`src/rtl/nonce_dispatcher_pkg.sv`:
```
// Shared types and widths for the nonce dispatcher slice (package bcx_pkg).
package bcx_pkg;

  localparam int unsigned STATE_W = 352;
  localparam int unsigned NONCE_W = 32;
  localparam int unsigned SUM_W   = NONCE_W + 1;
  localparam int unsigned JOB_COUNT_W = 48;
  localparam int unsigned PREEMPT_W   = 16;

  typedef logic [STATE_W-1:0] state_t;
  typedef logic [NONCE_W-1:0] nonce_t;

  typedef enum logic [1:0] {
    DSP_IDLE,
    DSP_RUN,
    DSP_EXHAUSTED
  } dispatch_state_e;

  typedef struct packed {
    state_t state;
    nonce_t nonce;
  } job_payload_t;

endpackage

```
`src/rtl/nonce_dispatcher_if.sv`:
```
// Block-storage input and hash-job output bundle of nonce_dispatcher.
// Optional statistics signals exist only with NONCE_DISPATCH_STATS_EN.
interface nonce_dispatcher_if
  import bcx_pkg::*;
#(
  parameter int unsigned EPOCH_W = 4
);

  logic               inputValid;
  logic               newBlock;
  state_t             initialState;
  logic               jobValid;
  state_t             jobState;
  nonce_t             jobNonce;
  logic [EPOCH_W-1:0] jobEpoch;
  logic               exhausted;
`ifdef NONCE_DISPATCH_STATS_EN
  logic [JOB_COUNT_W-1:0] jobCount;
  logic [PREEMPT_W-1:0]   preempted;

  modport slave (
    input  inputValid, newBlock, initialState,
    output jobValid, jobState, jobNonce, jobEpoch, exhausted, jobCount, preempted
  );

  modport master (
    output inputValid, newBlock, initialState,
    input  jobValid, jobState, jobNonce, jobEpoch, exhausted, jobCount, preempted
  );
`else
  modport slave (
    input  inputValid, newBlock, initialState,
    output jobValid, jobState, jobNonce, jobEpoch, exhausted
  );

  modport master (
    output inputValid, newBlock, initialState,
    input  jobValid, jobState, jobNonce, jobEpoch, exhausted
  );
`endif

endinterface

```
`src/rtl/nonce_dispatcher_counter.sv`:
```
// Per-block nonce walk: holds the next nonce and flags when the issued nonce is the last one.
module nonce_counter
  import bcx_pkg::*;
#(
  parameter nonce_t NONCE_BASE   = '0,
  parameter nonce_t NONCE_STRIDE = NONCE_W'(1)
) (
  input  logic   clk,
  input  logic   rst,
  input  logic   load,
  input  logic   step,
  output nonce_t issue_nonce_c,
  output logic   carry_c
);

  nonce_t           next_q;
  logic [SUM_W-1:0] sum_c;

  // A load issues the base nonce regardless of where the previous walk stood.
  always_comb begin
    issue_nonce_c = load ? NONCE_BASE : next_q;
    sum_c         = {1'b0, issue_nonce_c} + {1'b0, NONCE_STRIDE};
    carry_c       = sum_c[NONCE_W];
  end

  always_ff @(posedge clk or posedge rst) begin
    if (rst) begin
      next_q <= NONCE_BASE;
    end else if (load || step) begin
      next_q <= sum_c[NONCE_W-1:0];
    end
  end

endmodule

```
`src/rtl/nonce_dispatcher.sv`:
```
// Turns held block headers into a one-job-per-cycle stream of {state, nonce, epoch}.
// Define NONCE_DISPATCH_STATS_EN to add the jobCount/preempted statistics outputs.
module nonce_dispatcher
  import bcx_pkg::*;
#(
  parameter nonce_t      NONCE_BASE   = '0,
  parameter nonce_t      NONCE_STRIDE = NONCE_W'(1),
  parameter int unsigned EPOCH_W      = 4
) (
  input logic               clk,
  input logic               rst,
  nonce_dispatcher_if.slave bus
);

  dispatch_state_e    state_q, state_d;
  logic               accept_new_c;
  logic               step_c;
  logic               issue_c;
  logic               exhausted_d;
  nonce_t             issue_nonce_c;
  logic               carry_c;

  logic               job_valid_q;
  job_payload_t       job_q;
  logic [EPOCH_W-1:0] epoch_q;
  logic               exhausted_q;

  assign accept_new_c = bus.inputValid & bus.newBlock;
  assign issue_c      = accept_new_c | step_c;

  nonce_counter #(
    .NONCE_BASE   (NONCE_BASE),
    .NONCE_STRIDE (NONCE_STRIDE)
  ) u_counter (
    .clk           (clk),
    .rst           (rst),
    .load          (accept_new_c),
    .step          (step_c),
    .issue_nonce_c (issue_nonce_c),
    .carry_c       (carry_c)
  );

  always_ff @(posedge clk or posedge rst) begin
    if (rst) begin
      state_q <= DSP_IDLE;
    end else begin
      state_q <= state_d;
    end
  end

  // A fresh block always wins; otherwise only RUN issues, and a carry ends the walk.
  always_comb begin
    state_d     = state_q;
    step_c      = 1'b0;
    exhausted_d = 1'b0;
    if (accept_new_c) begin
      state_d = carry_c ? DSP_EXHAUSTED : DSP_RUN;
    end else begin
      unique case (state_q)
        DSP_RUN: begin
          if (bus.inputValid) begin
            step_c  = 1'b1;
            state_d = carry_c ? DSP_EXHAUSTED : DSP_RUN;
          end else begin
            state_d = DSP_IDLE;
          end
        end
        DSP_EXHAUSTED: exhausted_d = 1'b1;
        default: ;
      endcase
    end
  end

  // Job fields hold between issues so the consumer sees the last job until the next one.
  always_ff @(posedge clk or posedge rst) begin
    if (rst) begin
      job_valid_q <= 1'b0;
      job_q       <= '0;
      epoch_q     <= '0;
      exhausted_q <= 1'b0;
    end else begin
      job_valid_q <= issue_c;
      exhausted_q <= exhausted_d;
      if (issue_c) begin
        job_q.state <= bus.initialState;
        job_q.nonce <= issue_nonce_c;
      end
      if (accept_new_c) begin
        epoch_q <= epoch_q + EPOCH_W'(1);
      end
    end
  end

  assign bus.jobValid  = job_valid_q;
  assign bus.jobState  = job_q.state;
  assign bus.jobNonce  = job_q.nonce;
  assign bus.jobEpoch  = epoch_q;
  assign bus.exhausted = exhausted_q;

`ifdef NONCE_DISPATCH_STATS_EN
  logic [JOB_COUNT_W-1:0] job_count_q;
  logic [PREEMPT_W-1:0]   preempted_q;

  // Saturating counters; a preemption is a new block arriving while a walk is running.
  always_ff @(posedge clk or posedge rst) begin
    if (rst) begin
      job_count_q <= '0;
      preempted_q <= '0;
    end else begin
      if (issue_c && (job_count_q != '1)) begin
        job_count_q <= job_count_q + JOB_COUNT_W'(1);
      end
      if (accept_new_c && (state_q == DSP_RUN) && (preempted_q != '1)) begin
        preempted_q <= preempted_q + PREEMPT_W'(1);
      end
    end
  end

  assign bus.jobCount  = job_count_q;
  assign bus.preempted = preempted_q;
`endif

endmodule
```
`src/flat_wrapper.sv`:
```
// flat-port wrapper written by rule: the top's interface ports become plain ports
module nonce_dispatcher_flat import bcx_pkg::*;
#(
  parameter nonce_t      NONCE_BASE   = '0,
  parameter nonce_t      NONCE_STRIDE = NONCE_W'(1),
  parameter int unsigned EPOCH_W      = 4
)
  (clk, rst, bus_inputValid, bus_newBlock, bus_initialState, bus_jobValid, bus_jobState, bus_jobNonce, bus_jobEpoch, bus_exhausted);
  nonce_dispatcher_if #(.EPOCH_W(EPOCH_W)) bus_i ();
  input logic clk;
  input logic rst;
  input wire logic [$bits(bus_i.inputValid)-1:0] bus_inputValid;
  input wire logic [$bits(bus_i.newBlock)-1:0] bus_newBlock;
  input wire logic [$bits(bus_i.initialState)-1:0] bus_initialState;
  output wire logic [$bits(bus_i.jobValid)-1:0] bus_jobValid;
  output wire logic [$bits(bus_i.jobState)-1:0] bus_jobState;
  output wire logic [$bits(bus_i.jobNonce)-1:0] bus_jobNonce;
  output wire logic [$bits(bus_i.jobEpoch)-1:0] bus_jobEpoch;
  output wire logic [$bits(bus_i.exhausted)-1:0] bus_exhausted;
  assign bus_i.inputValid = bus_inputValid;
  assign bus_i.newBlock = bus_newBlock;
  assign bus_i.initialState = bus_initialState;
  assign bus_jobValid = bus_i.jobValid;
  assign bus_jobState = bus_i.jobState;
  assign bus_jobNonce = bus_i.jobNonce;
  assign bus_jobEpoch = bus_i.jobEpoch;
  assign bus_exhausted = bus_i.exhausted;
  nonce_dispatcher #(.NONCE_BASE(NONCE_BASE), .NONCE_STRIDE(NONCE_STRIDE), .EPOCH_W(EPOCH_W)) u_core (.clk(clk), .rst(rst), .bus(bus_i));
endmodule
```
`config.mk`:
```
export PLATFORM = sky130hd
export DESIGN_NAME = nonce_dispatcher_flat
export DESIGN_NICKNAME = d
export VERILOG_FILES = /design/src/rtl/nonce_dispatcher_pkg.sv /design/src/rtl/nonce_dispatcher_if.sv /design/src/rtl/nonce_dispatcher_counter.sv /design/src/rtl/nonce_dispatcher.sv /design/src/flat_wrapper.sv
export SDC_FILE = /design/constraint.sdc
export NUM_CORES = 1
export LEC_CHECK = 0
export ABC_AREA = 1
export BUFFER_PORTS_ARGS = -buffer_cell sky130_fd_sc_hd__buf_2
export CAP_MARGIN = 5
export CORE_AREA = 5 5 284 286
export DETAILED_ROUTE_END_ITERATION = 12
export DIE_AREA = 0 0 289 291
export SLEW_MARGIN = 10
export SYNTH_ARGS = -nofsm -noshare
export SYNTH_HDL_FRONTEND = slang
export SYNTH_SLANG_ARGS = --single-unit
```
`constraint.sdc`:
```
create_clock -name clk -period 12.5 [get_ports clk]
set_input_delay 0.625 -clock clk [delete_from_list [all_inputs] [get_ports clk]]
set_output_delay 0.625 -clock clk [all_outputs]
set_load 0.03 [all_outputs]
```
==> metrics.md <==
| Metric | Value |
|---|---|
| Post-CTS Resized | 0 |
| GRT overflow | 0 |
| DRT antenna net count | 0 |
| Top cell type's share of synthesized area | between 60 and 70% |
| Netlist cell types | 31 |
| DRT Pass-1 Iters | 5 |
| DRT iter0 DRCs | 687 |
| CTS tree | built |
| Worst vdd ir | 0.000101 V |
| Hold Fails Final Rpt | 0 |
| H-tree Lvls | 2 |
| Gpl congestion | 0.842 |
| Drt drc | 0 |
| Postcts setup bufs | 0 |
| CP arrival | 4.20 ns |
| Dpl ws | a little over 8 ns |
| Synth top area cells | dfrtp_1, nand2_1, buf_2 |
| Share of flip-flops with an asynchronous set or reset | 100% |
| Reg2reg end | u_core.bus.jobState[174] |
| Num CTS Buffers | 49 |
| Top Ports | 746 |
| Setup TNS | 0 ns |
| Final WL | approximately 59,000 um |
| Main synth FF type | dfrtp_1 |
| Vias per std cell | 3.99 |
| Startpoint Class | input pin |
| P&R area growth vs syn | 37.8% |
| Rows | slightly above 100 |
| Fmax | around 260 MHz |
| Crit. End Element | register |
| Worst Tran Pin Value | 0.988 ns |
| Global-route wire length before repair | 88,100 um |
| Share of cells above drive strength 1 | 32.5% |
| Core ar. | 78,100 um^2 |
| Most frequent cell after synthesis | nand2_1 |
| Number of synthesized flops with an enable pin | 0 |
| Critical path peak fanout | roughly 100 |
| Max Transition Viols Final | 0 |
| Vias in the first global route | 14,799 |
| Final setup margin | 8.72 ns |
| CTS Root Cell | clkbuf_16 |
| Crit Path Class | input pin to register |
| Synth area leader | dfrtp_1 |
| Vias | 14,879 |
| Cells after Synth | 1,924 |
| Hpwl dp | 43,500 um |
| Die area | 84,100 um^2 |
| Sequential area share after synthesis | 63.3% |
| Sink Count | 424 |
| Clk_skew | 0.0125 ns |
| I/O Buffers | 745 |
| RR Startpoint | u_core.state_q[1] |
| Power Dens Cells | 182 nW/um^2 |
| P_leak | about 13 nW |
| Wire per inst | 15.8 um |
| Antenna violations before repair | 8 |
| Outcome | finished clean |
| Max-cap viol count | 0 |
| Hold crit path type | input pin to async pin |
| Die H | approximately 290 um |
| Required time of the critical path | 12.92 ns |
| Reg-to-reg setup timing slack | about 8.9 ns |
| Nets | 3,001 |
| All-Layer GR Usage | 13.2% |
| # fillers | around 8,400 |
| Chip Width | approximately 290 um |
| Hold buffers post-CTS | 0 |
| Synthesized flop and latch total | 424 |
| Clock tree buffer depth | 3 |
| Initial Util | 21.5% |
| Reg2Reg Depth | 8 |
| Period utilization | 30.2% |
| Most frequent cells after synthesis | nand2_1, dfrtp_1, buf_2, nor2_1, inv_1 |
| Clock slew at reported path FFs | ~0.06 ns |
| Mapped cell area | 16,800 um^2 |
| Final min period | 3.78 ns |
| Synth Net Count | 2,282 |
| Worst-Skew Late Latency | around 0.58 ns |
| Relative slew slack | approximately 34% |
| RSZ-0062 raised after global routing | false |
| Final setup viols | 0 |
| Synth warn | 0 |
| Largest net degree at the start of global routing | 100 |
| Mean Syn Cell Area | between 8 and 9 um^2 |
[flip-flops by register name (all words and copies together), names as in the netlist]
name / flops
u_core.bus.jobState: 352
u_core.bus.jobNonce: 32
u_core.u_counter.next_q: 32
u_core.bus.jobEpoch: 4
u_core.state_q: 2
u_core.bus.exhausted: 1
u_core.bus.jobValid: 1
[report_power, final]
group	internal [mW]	leakage, nW	switching (mW)	total [mW]
Sequential	1.58	5.32	0.121	1.70
Clock	0.865	0.800	0.592	1.46
Combinational	0.275	7.00	0.769	1.04
Total	2.72	13.1	1.48	4.20
[worst max path at each step]
stage / startpoint / to / slack, ns / cells after the start
floorplan: rst / u_core.bus.exhausted / 0.07 / 1
global placement: bus_inputValid / u_core.bus.jobNonce[2] / 8.13 / 8
detailed placement: bus_inputValid / u_core.bus.jobNonce[2] / 8.09 / 8
CTS: bus_inputValid / u_core.bus.jobNonce[2] / 8.72 / 8
global route: bus_inputValid / u_core.bus.jobState[346] / 8.45 / 9
finish: bus_inputValid / u_core.bus.jobNonce[2] / 8.72 / 8
[layer usage]
metal  global-route usage [%]  vias up  wire, um
met2                     21.8      562     27400
li1                         -     7279         -
met3                     4.64      113      5600
met4                     3.83       10      1680
met5                        0        -        72
met1                     16.3     6915     24100
[critical path: stages]
cell     delay, ns
buf_2         0.13
nand2_2       0.05
buf_4         0.49
nand2_8       0.38
inv_8         0.57
buf_4         0.79
buf_4         0.77
o21ai_0       0.16
[area by class of cell]
type                    instances  area (um^2)  area share [%]
inverters                      43          176           0.764
clock inverters                19          249            1.08
diodes                          2         5.00          0.0217
clock buffers                  66         1390            6.02
repair buffers                760         3840            16.6
multi-input cells            1365         5510            23.8
flip-flops and latches        424        10600            45.9
well taps                    1050         1310            5.69
[per-stage QoR]
stage | instance area, um^2 | utilization, % | std cells | power [mW] | hold slack, ns
2_1_floorplan | 16800 | - | 1924 | 2.38 | 0.444
3_3_place_gp | 21400 | 27.5 | 3642 | 2.78 | 0.448
3_5_place_dp | 21400 | 27.5 | 3642 | 2.79 | 0.453
4_1_cts | 23100 | 29.6 | 3727 | 4.28 | 0.177
5_1_grt | 23100 | 29.6 | 3729 | 4.43 | 0.200
6_report | 23100 | 29.6 | 3729 | 4.20 | 0.178
[logic make-up (layout without fill, tap and decap cells)]
kind of cell,count (synthesis),after routing,synth area share (%)
AND/OR/NAND/NOR,1319,1319,30.9
flip-flops,424,424,63.3
buffers and inverters,135,888,3.86
AO/OA/AOI/OAI,28,28,0.889
XOR/XNOR,15,15,0.784
adder cells (fa/ha/maj),2,2,0.149
multiplexers,1,1,0.0672
other,0,2,0
[cells in the final DEF, fill, tap and decap left out, types with 4 or more instances in the layout]
| master | count |
|---|---|
| nand2_2 | 5 |
| nand3_2 | 7 |
| nand3_1 | 35 |
| clkbuf_16 | 49 |
| xor2_1 | 8 |
| inv_1 | 40 |
| dfrtp_1 | 424 |
| nor2_2 | 8 |
| xnor2_1 | 7 |
| clkinv_2 | 4 |
| bufinv_16 | 4 |
| nand4_1 | 13 |
| clkinv_4 | 4 |
| nor2_1 | 49 |
| buf_4 | 15 |
| clkbuf_8 | 10 |
| o21ai_0 | 24 |
| nand2_1 | 1190 |
| clkbuf_1 | 7 |
| buf_2 | 745 |
Power figures use the tool's default switching activity.
